===== src/rtl/rom_word_fetch.sv =====
// Read controller for an 8-bit asynchronous ROM: fetches the even/odd byte pair
// of a word address, holding each byte address for wait_states+1 clocks.
`timescale 1ns/1ps
module rom_word_fetch #(
    parameter int bits        = 13,
    parameter int wait_states = 2
) (
    input  logic            clk,
    input  logic            nreset,
    input  logic            req,
    input  logic [bits-2:0] addr,
    output logic            busy,
    output logic            valid,
    output logic [15:0]     dout,
    output logic [bits-1:0] rom_a,
    output logic            rom_nce,
    output logic            rom_noe,
    input  logic [7:0]      rom_d
);

    typedef enum logic [1:0] {IDLE, HI, LO} state_t;

    localparam logic [3:0] WS = 4'(wait_states);

    state_t          state, state_n;
    logic [3:0]      cnt, cnt_n;
    logic [bits-2:0] areg, areg_n;
    logic [7:0]      hi_lat, hi_lat_n;
    logic [15:0]     dout_n;
    logic            valid_n;
    logic [bits-1:0] rom_a_n;
    logic            rom_nce_n, rom_noe_n;

    always_ff @(posedge clk or negedge nreset) begin
        if (!nreset) begin
            state   <= IDLE;
            cnt     <= 4'd0;
            areg    <= '0;
            hi_lat  <= 8'h00;
            dout    <= 16'h0000;
            valid   <= 1'b0;
            rom_a   <= '0;
            rom_nce <= 1'b1;
            rom_noe <= 1'b1;
        end else begin
            state   <= state_n;
            cnt     <= cnt_n;
            areg    <= areg_n;
            hi_lat  <= hi_lat_n;
            dout    <= dout_n;
            valid   <= valid_n;
            rom_a   <= rom_a_n;
            rom_nce <= rom_nce_n;
            rom_noe <= rom_noe_n;
        end
    end

    always_comb begin
        state_n   = state;
        cnt_n     = cnt;
        areg_n    = areg;
        hi_lat_n  = hi_lat;
        dout_n    = dout;
        valid_n   = 1'b0;
        rom_a_n   = rom_a;
        rom_nce_n = rom_nce;
        rom_noe_n = rom_noe;
        case (state)
            IDLE: begin
                if (req) begin
                    areg_n    = addr;
                    rom_a_n   = {addr, 1'b0};
                    cnt_n     = WS;
                    rom_nce_n = 1'b0;
                    rom_noe_n = 1'b0;
                    state_n   = HI;
                end else begin
                    rom_nce_n = 1'b1;
                    rom_noe_n = 1'b1;
                end
            end
            HI: begin
                if (cnt != 4'd0) begin
                    cnt_n = cnt - 4'd1;
                end else begin
                    hi_lat_n = rom_d;
                    rom_a_n  = {areg, 1'b1};
                    cnt_n    = WS;
                    state_n  = LO;
                end
            end
            LO: begin
                if (cnt != 4'd0) begin
                    cnt_n = cnt - 4'd1;
                end else begin
                    dout_n    = {hi_lat, rom_d};
                    valid_n   = 1'b1;
                    // A pending back-to-back request keeps the ROM enabled
                    // through the hand-off cycle; IDLE releases it otherwise.
                    rom_nce_n = ~req;
                    rom_noe_n = ~req;
                    state_n   = IDLE;
                end
            end
            default: state_n = IDLE;
        endcase
    end

    assign busy = (state != IDLE);

endmodule


===== config.mk =====
export PLATFORM = sky130hd
export DESIGN_NAME = rom_word_fetch
export DESIGN_NICKNAME = d
export VERILOG_FILES = /design/src/rtl/rom_word_fetch.sv
export SDC_FILE = /design/constraint.sdc
export NUM_CORES = 1
export LEC_CHECK = 0
export CAP_MARGIN = 20
export CELL_PAD_IN_SITES_DETAIL_PLACEMENT = 1
export CELL_PAD_IN_SITES_GLOBAL_PLACEMENT = 2
export CORE_ASPECT_RATIO = 1.4
export CORE_UTILIZATION = 36
export DETAILED_ROUTE_END_ITERATION = 6
export PLACE_DENSITY_LB_ADDON = 0.1
export SYNTH_ARGS = -nofsm -noshare
export SYNTH_HDL_FRONTEND = slang
export SYNTH_SLANG_ARGS = --single-unit

===== constraint.sdc =====
create_clock -name clk -period 3.15 [get_ports clk]
set_input_delay 0.315 -clock clk [delete_from_list [all_inputs] [get_ports clk]]
set_output_delay 0.315 -clock clk [all_outputs]
set_load 0.03 [all_outputs]

* Yosys cells after proc, flatten, opt, wreduce, memory -nomap -nowiden *
Index checks and enable logic that the tools add are counted.

cells by class
  add/subtract/negate cells = 1
  equal/unequal tests = 6
  mux-type cells = 16
  bitwise gates (word level) = 2
  reduce and logical (&&, ||, !) cells = 13

operators by type and width
  kind                                                                    count
  13-bit two-way mux                                                      2
  13-bit case mux with 2 select lines                                     1
  4-bit two-way mux                                                       3
  4-bit case mux with 3 select lines                                      1
  3-bit AND reduction                                                     3
  2-bit != test (second input constant)                                   4
  2-bit AND reduction                                                     4
  2-bit two-way mux                                                       3
  2-bit case mux with 3 select lines                                      1
  2-bit nonzero test                                                      3
  1-bit two-way mux                                                       4
  4-bit nonzero test                                                      1
  4-bit by 1-bit subtractor with 4-bit output (second input constant)     1
  3-bit nonzero test                                                      1
  2-bit by 1-bit equality test with 1-bit output (second input constant)  1
  2-bit equality test (second input constant)                             1
  2-bit zero test                                                         1
  1-bit inverter                                                          2
  1-bit case mux with 2 select lines                                      1

word-level totals
  flip-flop bits (word level) = 57
  output and inout port bits = 33
  logic and storage cells = 46

* Longest topological paths before layout *
  depth in word-level cells = 3
  gate-level depth with buffers = 8

* Worst setup path before layout *
No wires, ideal clock.

  path type = flip-flop to flip-flop
  start = reg cnt[0]
  end = reg dout[4]
  arrival = 1.672 ns
  path slack = 1.353 ns
  stages on the path, launching flop included = 7
  buffers on the path = 1
  clock period less this slack = 1.797 ns
  cells stage by stage = dfrtp_1 inv_1 ha_1 or3b_4 nor2_1 buf_4 mux2_2

between the ends
  word-level cells in the longest chain between the ends = 3

RTL lines
  item                           line  source
  start, declared                26    logic [3:0] cnt, cnt_n;
  start signal, assigned         47    cnt <= cnt_n;
  4-bit nonzero test             93    if (cnt != 4'd0) begin
  1-bit inverter (no line)       --
  2-bit AND reduction (no line)  --
  end signal, assigned           50    dout <= dout_n;
  end, declared                  14    output logic [15:0] dout,

No other way between the ends.
A chain may end at the register's enable or synchronous reset.

* Worst setup path in the final report *
  start = reg cnt[0]
  end = reg dout[6]

The elaborated chain is that of the path after synthesis.

==> results.ini <==
[synth]
synth_common_cells = 56 x dfrtp_1, 36 x mux2_2, 22 x nor2_1, 13 x mux2i_1, 9 x a21oi_1
yosysMostFrequentCell = dfrtp_1
seq_area_frac_synth = 0.5748
synthArstFlopShare = 1.000
synth_edf_count = 0
synth_top_area_frac = 0.5642
yosys_warnings = 0
synthCells = 191
synth_top_area_cell = dfrtp_1
ys_ff_latch = 57
netlist_top_cells_area = dfrtp_1 56%, mux2_2 16%, mux2i_1 5.2%
synth_ff_type = dfrtp_1
syn_area_per_cell_um2 = 13.00
synthDistinctLibCells = 28
syn-num-nets = 220
synth_area_um2 = 2484

[global_route]
antenna_found_initial = 0
grt_max_degree = 47
grt_pass1_vias = 1916
grt_pass1_wl_um = 9618
overflow = 0
grt_use_total = 0.1756

[route]
routedWlPerCell_um = 16.00
wl_um = 5616
drc = 0
detail-route-antenna-nets = 0
viasPerCell = 4.863
dr_total_vias = 1707
drt_pass1_iterations = 4
drt_iter0_drc = 40

[layout]
final_core_util = 0.5143
area_growth_pct = 36.93
num-nets-final = 283
antenna_cells = 0
drive_gt1_frac = 0.2780
fill_cells = 683

[clock_network]
clk_latency_ps = 330
root_buffer = clkbuf_8
cts_buffers = 9
clkSlewWorstSetupHoldPaths_ps = 70
cts.sinks = 57
clockBufferDepth = 2
cts_tree = yes
ctsResizeCount = 0
htree_num_levels = 3

[critical_path]
critical_path_class = reg2reg
critPathCaptureType = flip-flop
cp.required_ps = 3370
critPathMaxStageDelay_ps = 420
path_cells = inv_1 -> ha_1 -> or3b_4 -> nor2_2 -> buf_4 -> mux2_2
critPathMaxFanout = 11
crit_arrival_ps = 2470
cpMaxStageDelayCell = or3b_4
worstSetupStartpointType = flip-flop

[pwr]
vdd_drop_max_mv = 0.5553
p_leak_nw = 1.421
p_per_area_nw_per_um2 = 1250
power.total_w = 0.004250

[timing]
slew_headroom = 0.5857
timing.hold.ws_ps = 367.2
fmax_ghz = 0.4434
post-route-period-util = 0.7159
setup_violations = 0
hold_violations = 0
fin_crit_ps = 2255
tns_ps = 0
rsz0062_at_grt = no
tightest_slew_ps = 619.9
fin_skew_ps = 6.195
slew_viol_final = 0

[placed_design]
hpwl_um = 3990
port_buffers = 55
place_congestion = 0.7876

[flow_run]
cap_violations = 0

[floorplanning]
core_area_um2 = 6613
initial_core_util = 0.3756
die_h_um = 100.3
fp.dieW_um = 72.20
dieArea_um2 = 7240
io_pins = 56
num_rows = 35

[run_status]
status = finished clean

[hold_path]
worstHoldPathType = in2async

[metrics by stage]
stage                     cell area, um2  worst slack (ps)  instances
after global placement              3118              1029        333
after CTS                           3371             878.0        349
after detailed placement            3118             890.2        333
final                               3401             894.8        351
after global routing                3401             732.5        351
after floorplan                     2484              1353        191
[metal layers]
| layer | wire length, um | part of all wire | up-vias | global-route usage |
|---|---|---|---|---|
| li1 | - | - | 785 | - |
| met1 | 2375 | 0.42 | 872 | 0.2183 |
| met2 | 2893 | 0.52 | 41 | 0.2854 |
| met3 | 218 | 0.039 | 9 | 0.04719 |
| met4 | 128 | 0.023 | 0 | 0.07541 |
| met5 | 0 | 0 | - | 0 |
[state kept, by name, summed over array words and instances (netlist names)]
register  count
areg         12
dout         16
valid         1
rom_a        13
cnt           4
rom_noe       1
hi_lat        8
state         2
[where the power goes]
part / internal, W / total (W) / switching (W)
combinational: 0.000933 / 0.00207 / 0.00114
clock: 0.000550 / 0.000859 / 0.000310
sequential: 0.00111 / 0.00132 / 0.000207
total: 0.00259 / 0.00425 / 0.00166
[worst paths after layout]
check	startpoint	endpoint	slack (ps)	cells past startpoint
max	cnt[0]$_DFFE_PN0P_	dout[6]$_DFFE_PN0P_	890	6
max reg2reg	cnt[0]$_DFFE_PN0P_	dout[6]$_DFFE_PN0P_	890	6
min	nreset	state[1]$_DFFE_PN0P_	370	2
min in group clk	rom_noe$_DFFE_PN1P_	rom_noe$_DFFE_PN1P_	480	2
min reg2reg	rom_noe$_DFFE_PN1P_	rom_noe$_DFFE_PN1P_	480	2
max in group asynchronous	nreset	areg[8]$_DFFE_PN0P_	2080	4
[critical path: cells and delay by family, from the launching register on]
family	cells	cell delay, ps
multiplexers	1	350
adder cells (fa/ha/maj)	1	170
buffers and inverters	2	380
AND/OR/NAND/NOR	2	810
flip-flops	1	410
[logic make-up (layout without fill, tap and decap cells)]
kind of cell | count (synthesis) | in the layout | share of synthesized area
simple gates | 35 | 35 | 0.06852
buf+inv | 16 | 84 | 0.03426
compound gates | 28 | 28 | 0.07658
mux | 49 | 49 | 0.2156
fa+ha+maj | 6 | 6 | 0.03023
flops | 57 | 57 | 0.5748
[cell type report]
class	count	area, um2	share of cell area
tap	92	115.1	0.03385
timing repair buffer	61	605.6	0.1781
sequential	57	1428	0.4198
clock buffer	10	137.6	0.04047
multi-input combinational	118	973.4	0.2862
inverter	7	26.28	0.007726
clock inverter	6	115.1	0.03385
[timing repair]
item | CTS | global route
endpoints found under the hold margin | 0 | 6
buffers inserted | 0 | 0
hold buffers | 0 | 1
[layout by cell type (no fill, tap or decap)]
cell and count:
clkinv_4 2, buf_4 4, buf_2 1, dfstp_2 1
or3b_4 1, or3_1 1, and2_1 1, a211oi_4 1
mux2_2 36, nor2_1 21, o31ai_1 1, nor2_2 1
nand2b_1 1, nand4b_1 1, nand2_1 2, clkdlybuf4s50_1 54
a21oi_2 8, o21ai_0 8, ha_1 6, clkbuf_8 10
inv_1 7, clkinvlp_4 1, bufinv_16 3, dlygate4sd3_1 1
mux2i_1 13, o211ai_1 1, nand3_1 1, buf_12 1
a21oi_1 9, nor4bb_1 1, nor2b_1 1, dfrtp_1 56
or2_2 2, nor3b_1 1
Power figures use the tool's default switching activity.
